`src/rtl/key_operand_loader_if.sv`:
```
// key_operand_loader_if
// Bundles the keypad-in and operand-out signals of the key operand loader.
//   key_code/key_valid : decoded keypad strobe from the scanner
//   op_a/op_b/op_valid/op_ready : committed BCD operand pair and its handshake
//   disp_val/phase/ovf : entry value, entry phase, sticky overflow
// master: the loader side. slave: the keypad/adder/display side.
interface key_operand_loader_if #(
    parameter int unsigned NDIG = 3
);
    localparam int unsigned W = 4 * NDIG;

    logic [3:0]   key_code;
    logic         key_valid;
    logic [W-1:0] op_a;
    logic [W-1:0] op_b;
    logic         op_valid;
    logic         op_ready;
    logic [W-1:0] disp_val;
    logic         phase;
    logic         ovf;

    modport master (
        input  key_code, key_valid, op_ready,
        output op_a, op_b, op_valid, disp_val, phase, ovf
    );

    modport slave (
        output key_code, key_valid, op_ready,
        input  op_a, op_b, op_valid, disp_val, phase, ovf
    );
endinterface

```
`src/rtl/key_operand_loader.sv`:
```
// key_operand_loader
// Collects keypad digits into two packed-BCD operands A and B and offers the pair
// to a downstream adder with a valid/ready handshake.
//   clk : clock, rising edge
//   rst : synchronous active-low reset
//   bus : key_operand_loader_if.master (keys in, operands/display/status out)
// Keys: 0-9 digit, 10 '+' commits A, 11 '=' commits B and issues, 12 clear, 13-15 ignored.
module key_operand_loader #(
    parameter int unsigned NDIG = 3
) (
    input logic                  clk,
    input logic                  rst,
    key_operand_loader_if.master bus
);
    localparam int unsigned W    = 4 * NDIG;
    localparam int unsigned CntW = $clog2(NDIG + 1);

    typedef enum logic [1:0] {StEnterA, StEnterB, StIssue} state_e;

    state_e          state_q, state_d;
    logic [W-1:0]    entry_q, entry_d;
    logic [W-1:0]    op_a_q, op_a_d;
    logic [W-1:0]    op_b_q, op_b_d;
    logic [CntW-1:0] cnt_q, cnt_d;
    logic            ovf_q, ovf_d;

    logic key_digit, key_add, key_eq, key_clr, handshake;

    assign key_digit = bus.key_valid && (bus.key_code <= 4'd9);
    assign key_add   = bus.key_valid && (bus.key_code == 4'd10);
    assign key_eq    = bus.key_valid && (bus.key_code == 4'd11);
    assign key_clr   = bus.key_valid && (bus.key_code == 4'd12);
    // op_valid is exactly "in ISSUE", so the handshake is qualified by state.
    assign handshake = (state_q == StIssue) && bus.op_ready;

    // State register
    always_ff @(posedge clk) begin
        if (!rst) begin
            state_q <= StEnterA;
            entry_q <= '0;
            op_a_q  <= '0;
            op_b_q  <= '0;
            cnt_q   <= '0;
            ovf_q   <= 1'b0;
        end else begin
            state_q <= state_d;
            entry_q <= entry_d;
            op_a_q  <= op_a_d;
            op_b_q  <= op_b_d;
            cnt_q   <= cnt_d;
            ovf_q   <= ovf_d;
        end
    end

    // Next-state and datapath
    always_comb begin
        state_d = state_q;
        entry_d = entry_q;
        op_a_d  = op_a_q;
        op_b_d  = op_b_q;
        cnt_d   = cnt_q;
        ovf_d   = ovf_q;

        if (key_clr) begin
            // Clear wins over everything, including a same-cycle handshake.
            state_d = StEnterA;
            entry_d = '0;
            cnt_d   = '0;
            ovf_d   = 1'b0;
        end else begin
            unique case (state_q)
                StEnterA, StEnterB: begin
                    if (key_digit) begin
                        if (cnt_q < CntW'(NDIG)) begin
                            // Shift left one digit; the top digit falls off only when
                            // the entry was already full, which this branch excludes.
                            entry_d = (entry_q << 4) | W'(bus.key_code);
                            cnt_d   = cnt_q + CntW'(1);
                        end else begin
                            ovf_d = 1'b1;
                        end
                    end else if (key_add && state_q == StEnterA) begin
                        op_a_d  = entry_q;
                        entry_d = '0;
                        cnt_d   = '0;
                        ovf_d   = 1'b0;
                        state_d = StEnterB;
                    end else if (key_eq && state_q == StEnterB) begin
                        op_b_d  = entry_q;
                        entry_d = '0;
                        cnt_d   = '0;
                        ovf_d   = 1'b0;
                        state_d = StIssue;
                    end
                end
                StIssue: begin
                    if (handshake) begin
                        state_d = StEnterA;
                    end
                end
                default: state_d = StEnterA;
            endcase
        end
    end

    // Outputs
    always_comb begin
        bus.op_a     = op_a_q;
        bus.op_b     = op_b_q;
        bus.op_valid = (state_q == StIssue);
        bus.disp_val = entry_q;
        bus.phase    = (state_q != StEnterA);
        bus.ovf      = ovf_q;
    end
endmodule

```
`src/flat_wrapper.sv`:
```
// flat-port wrapper written by rule: the top's interface ports become plain ports
module key_operand_loader_flat 
#(
    parameter int unsigned NDIG = 3
)
  (clk, rst, bus_key_code, bus_key_valid, bus_op_ready, bus_op_a, bus_op_b, bus_op_valid, bus_disp_val, bus_phase, bus_ovf);
  key_operand_loader_if #(.NDIG(NDIG)) bus_i ();
  input logic clk;
  input logic rst;
  input wire logic [$bits(bus_i.key_code)-1:0] bus_key_code;
  input wire logic [$bits(bus_i.key_valid)-1:0] bus_key_valid;
  input wire logic [$bits(bus_i.op_ready)-1:0] bus_op_ready;
  output wire logic [$bits(bus_i.op_a)-1:0] bus_op_a;
  output wire logic [$bits(bus_i.op_b)-1:0] bus_op_b;
  output wire logic [$bits(bus_i.op_valid)-1:0] bus_op_valid;
  output wire logic [$bits(bus_i.disp_val)-1:0] bus_disp_val;
  output wire logic [$bits(bus_i.phase)-1:0] bus_phase;
  output wire logic [$bits(bus_i.ovf)-1:0] bus_ovf;
  assign bus_i.key_code = bus_key_code;
  assign bus_i.key_valid = bus_key_valid;
  assign bus_i.op_ready = bus_op_ready;
  assign bus_op_a = bus_i.op_a;
  assign bus_op_b = bus_i.op_b;
  assign bus_op_valid = bus_i.op_valid;
  assign bus_disp_val = bus_i.disp_val;
  assign bus_phase = bus_i.phase;
  assign bus_ovf = bus_i.ovf;
  key_operand_loader #(.NDIG(NDIG)) u_core (.clk(clk), .rst(rst), .bus(bus_i));
endmodule
```
`config.mk`:
```
export PLATFORM = sky130hd
export DESIGN_NAME = key_operand_loader_flat
export DESIGN_NICKNAME = d
export VERILOG_FILES = /design/src/rtl/key_operand_loader_if.sv /design/src/rtl/key_operand_loader.sv /design/src/flat_wrapper.sv
export SDC_FILE = /design/constraint.sdc
export NUM_CORES = 1
export LEC_CHECK = 0
export ABC_AREA = 0
export BUFFER_PORTS_ARGS = -buffer_cell sky130_fd_sc_hd__buf_4
export CORE_MARGIN = 2
export CORE_UTILIZATION = 41
export DETAILED_ROUTE_END_ITERATION = 8
export PLACE_DENSITY = 0.63
export SETUP_SLACK_MARGIN = 0.4
export SLEW_MARGIN = 10
export SYNTH_ARGS = -nofsm -noshare
export SYNTH_HDL_FRONTEND = slang
export SYNTH_SLANG_ARGS = --single-unit
```
`constraint.sdc`:
```
create_clock -name clk -period 4.33 [get_ports clk]
set_clock_uncertainty 0.2 [all_clocks]
set_input_delay 0.6495 -clock clk [delete_from_list [all_inputs] [get_ports clk]]
set_output_delay 0.6495 -clock clk [all_outputs]
set_load 0.1 [all_outputs]
```
Word-level counts from Yosys, hierarchy flattened
Cells that the tools add are included.

Bitwise gates (word level): 5. Multiplexer cells: 17. Reduce and logical (&&, ||, !) cells: 17. Add/subtract/negate cells: 1. Equality and inequality tests: 10. Magnitude comparators: 2.

Operators by type and width (number): 12-bit 2-to-1 mux (4); 2-bit 2-to-1 mux (8); 4-bit == test (second input constant) (3); 12-bit by 4-bit bitwise OR with 12-bit output (1); 3-bit AND reduction (3); 1-bit logical AND (7); 2-bit != test (second input constant) (3); 5-bit AND reduction (1); 4-bit less-or-equal comparator (second input constant) (1); 1-bit 2-to-1 mux (4); 1-bit inverter (4); 2-bit one-hot mux with 2 select lines (1); 4-bit AND reduction (1); 2-bit OR reduction (2); 3-bit by 1-bit != test with 1-bit output (second input constant) (1); 3-bit nonzero test (1); 2-bit by 1-bit adder with 2-bit output (second input constant) (1); 2-bit by 1-bit == test with 1-bit output (second input constant) (1); 2-bit == test (second input constant) (1); 2-bit zero test (1); 2-bit < comparator (second input constant) (1); 2-bit by 1-bit != test with 1-bit output (second input constant) (1); 2-bit nonzero test (1).

Output and inout bits: 39. Word-level logic and storage cells: 58. Register bits after elaboration: 41. Input bits: 8.

Logic depth before layout (Yosys ltp)
Word-level depth: 7. Gate-level depth with buffers: 6. Depth with buffers taken out: 5.

Worst setup path after synthesis
Ideal clock, no wire load.

Path type: register to output. Start point: register u_core.state_q[1]. End point: output port bus_op_valid. Required time: 3.480 ns. Setup slack: 1.714 ns. Stages on the path, launching flop included: 3. Arrival time: 1.766 ns. Path buffers: 0. Cell sequence: dfxtp_1 > inv_1 > nor2_1.

Word-level cells in the longest chain between the ends: 1.

RTL lines: start: declaration (RTL line key_operand_loader.sv:20) `state_e state_q, state_d;`; start signal: assignment (RTL line key_operand_loader.sv:39) `state_q <= StEnterA;`; start signal: assignment (RTL line key_operand_loader.sv:46) `state_q <= state_d;`; 2-bit == test (RTL line key_operand_loader.sv:110) `bus.op_valid = (state_q == StIssue);`; end: declaration (RTL line flat_wrapper.sv:15) `output wire logic [$bits(bus_i.op_valid)-1:0] bus_op_valid;`.

Every way passes these cells.

Worst setup path in the final report
Start point: input port bus_key_code[2]. End point: register u_core.op_a_q[2] (netlist: u_core.bus.op_a[2]).

Word-level cells in the longest chain between the ends: 4. Elaborated cells between the ends (all ways): 10. Classes of those cells: order compare (1); eq/ne (2); bitwise (2); reduce/logical (5).

RTL lines: start: declaration (RTL line flat_wrapper.sv:10) `input wire logic [$bits(bus_i.key_code)-1:0] bus_key_code;`; 4-bit less-or-equal comparator, or another cell as far along (RTL line key_operand_loader.sv:29) `assign key_digit = bus.key_valid && (bus.key_code <= 4'd9);`; 1-bit logical AND (on tied branches) (RTL line key_operand_loader.sv:29, key_operand_loader.sv:30, key_operand_loader.sv:32); 1-bit inverter (no line) / 1-bit logical AND (equally long branches); 4-bit AND reduction (no line) (*); end signal: assignment (RTL line key_operand_loader.sv:48) `op_a_q <= op_a_d;`; end: declaration (RTL line key_operand_loader.sv:22) `logic [W-1:0] op_a_q, op_a_d;`.

Every way passes the cells marked *; elsewhere a longest branch is shown, timed or not. A chain may end at the register's enable or synchronous reset.

==> impl_metrics.tcl <==
set metrics [dict create \
    peakVddDrop_mv 0.199 \
    syn_nets 177 \
    clockBufferDepth 2 \
    clock_sinks 41 \
    worstMarginPinSlew_ns 1.10 \
    antenna_left 0 \
    rsz0062_at_grt "no" \
    clock-root-buffer "clkbuf_8" \
    antenna_found_initial 0 \
    critPathBufInv 1 \
    rows 23 \
    hpwl_um 2640 \
    drc_errors 0 \
    post_cts_resized 0 \
    grt_usage_pct 17.6 \
    io-pin-count 47 \
    grt_max_degree 30 \
    slowest_delay_ns 0.85 \
    slew_headroom_pct 26.2 \
    critPathMaxFanout 12 \
    period_minus_slack_ns 2.18 \
    report.final.slew_viol_count 0 \
    dr.pass1.iters 4 \
    cp_top_family "simple AND/OR/NAND/NOR gates" \
    core_sq_um 4030 \
    final_util_pct 54.7 \
    hold_class "flop to flop" \
    final_hold_viol_count 0 \
    clk_pin_slew_ns 0.07 \
    synth.distinct_cells 32 \
    fmaxAchievable_mhz 458 \
    dpl-instance-area_sq_um 2090 \
    synth_top_area_share_pct 47.7 \
    overflow 0 \
    startpoint_type "input port" \
    arrival_ns 2.16 \
    crit_required_ns 4.31 \
    layout-area-overhead-vs-synth_pct 28.1 \
    htreeDepth 2 \
    path_cells "buf_4 > nand4b_4 > nor4_4 > mux2i_1 > nor2b_1" \
    die_w_um 68.8 \
    clk_latency_ns 0.29 \
    synthTopCellsByArea "dfxtp_1 48%, mux2i_1 14%, nor2b_1 8.7%" \
    final_layout_size_suffix_gt1_share_pct 33.0 \
    yosysTopAreaCell "dfxtp_1" \
    synthesis.area_sq_um 1720 \
    synth-seq-cells 41 \
    wire_per_inst_um 14.6 \
    cp_slowest_cell "nor4_4" \
    syn_area_per_cell_sq_um 10.2 \
    outcome "complete, no violations" \
    numCtsBuffers 5 \
    max-cap-violations 0 \
    p_per_area_nw_per_um2 337 \
    cts_hold_buffers 0 \
    insertedDiodeCount 0 \
    die_h_um 68.8 \
    grt_pass1_vias 1264 \
    path_class "input port to flop" \
    nNetsFinal 220 \
    initial_core_util_pct 42.7 \
    design.die.area_sq_um 4730 \
    cts_setup_buffers 0 \
    num_vias 1376 \
    fin_total_pwr_uw 742 \
    cts_tree "built" \
    vias_per_cell 5.25 \
    drtIter0Drc 33 \
    dp_slack_ns 1.83 \
    wirelength_um 3820 \
    fin_area_sq_um 2200 \
    end_kind "flop" \
    ys_seq_area_share_pct 47.7 \
    ys_warn_count 0 \
    setup-tns-final_ns 0 \
    setup_ws_ns 2.15 \
    syn_inst 168 \
    finalSetupViolCount 0 \
    grt_pass1_wl_um 6090 \
    finalCritPeriodShare_pct 50.5 \
    port_buffers 46 \
    routabilityCongestion 0.813 \
    leakagePower_nw 0.838 \
]
==> worst reg2reg max path: stages, from the launching register on <==
cell     delay [ns]
dfxtp_1        0.39
nor4_4         0.99
mux2i_1        0.27
nor2b_1        0.06
==> layout by cell type (no fill, tap or decap), types with 4 or more instances in the layout <==
cell / netlist / routed
nand2_1: 13 / 13
dfxtp_1: 41 / 41
mux2i_1: 24 / 24
buf_4: 2 / 47
nor2_1: 5 / 5
o21ai_2: 10 / 10
clkbuf_8: 0 / 6
nand4_1: 13 / 13
nor2b_1: 24 / 24
o21ai_0: 4 / 4
==> power by group <==
group,leakage (nW),switching (mW),internal [mW]
logic,0.449,0.0329,0.0159
clock network,0.0585,0.124,0.188
registers,0.330,0.00252,0.379
==> cells by family (layout without fill, tap and decap cells) <==
| family | count (synthesis) | after routing | share of synthesized area, % |
|---|---|---|---|
| xor gates and xnor gates | 1 | 1 | 0.510 |
| and+or+nand+nor | 69 | 69 | 24.7 |
| adders and majority gates | 1 | 1 | 0.728 |
| buffers and inverters | 13 | 57 | 3.78 |
| DFF | 41 | 41 | 47.7 |
| muxes | 24 | 24 | 14.0 |
| AOI/OAI and AO/OA | 19 | 19 | 8.59 |
==> final cells by class <==
class | instances | area, sq um
multi-input combinational | 114 | 842
sequential | 41 | 821
clock buffer | 7 | 86.3
timing repair buffer | 47 | 353
tap | 50 | 62.6
fill | 364 | 1830
clock inverter | 1 | 30.0
inverter | 2 | 7.51
==> state kept, by name, summed over array words and instances, names as in the netlist <==
register / count
u_core.bus.op_a: 12
u_core.cnt_q: 2
u_core.bus.disp_val: 12
u_core.bus.op_b: 12
u_core.bus.ovf: 1
u_core.state_q: 2
==> routing by layer <==
metal | up-vias | track usage [%] | routed length (um)
li1 | 673 | - | -
met1 | 664 | 20.7 | 1710
met2 | 32 | 29.9 | 1870
met3 | 7 | 5.84 | 183
met4 | 0 | 6.37 | 51
met5 | - | 0 | 0
==> cell usage after synthesis <==
master    number
inv_1          2
o41a_1         1
mux2i_1       24
xor2_1         1
buf_1          1
a41oi_1        1
o21a_1         2
clkbuf_1       6
nor3_2         1
o21ai_0        4
or2_2          1
nor2_1         5
or3_1          1
and3_1         2
dfxtp_1       41
buf_6          1
nand3_1        1
nor2b_1       24
nand4_1       13
nand4b_4       1
nor3b_1        1
nor3_1         1
nand4b_1       2
buf_2          1
a21oi_1        1
buf_4          2
and2_4         1
o21ai_2       10
or4b_2         1
nand2_1       13
nor4_2         1
ha_1           1
==> metrics by stage <==
stage / instances / hold slack, ns
after floorplan: 168 / 0.256
after global placement: 254 / 0.270
after detailed placement: 254 / 0.286
after CTS: 262 / 0.304
after global routing: 262 / 0.348
final: 262 / 0.313
==> final timing paths <==
path / start / to / slack (ns) / cells past startpoint
setup reg to reg: u_core.state_q[1] / u_core.bus.op_a[2] / 2.32 / 3
hold / removal: u_core.bus.disp_val[8] / u_core.bus.disp_val[8] / 0.31 / 2
hold reg to reg: u_core.bus.disp_val[8] / u_core.bus.disp_val[8] / 0.31 / 2
setup / recovery: bus_key_code[2] / u_core.bus.op_a[2] / 2.15 / 5
Power figures use the tool's default switching activity.
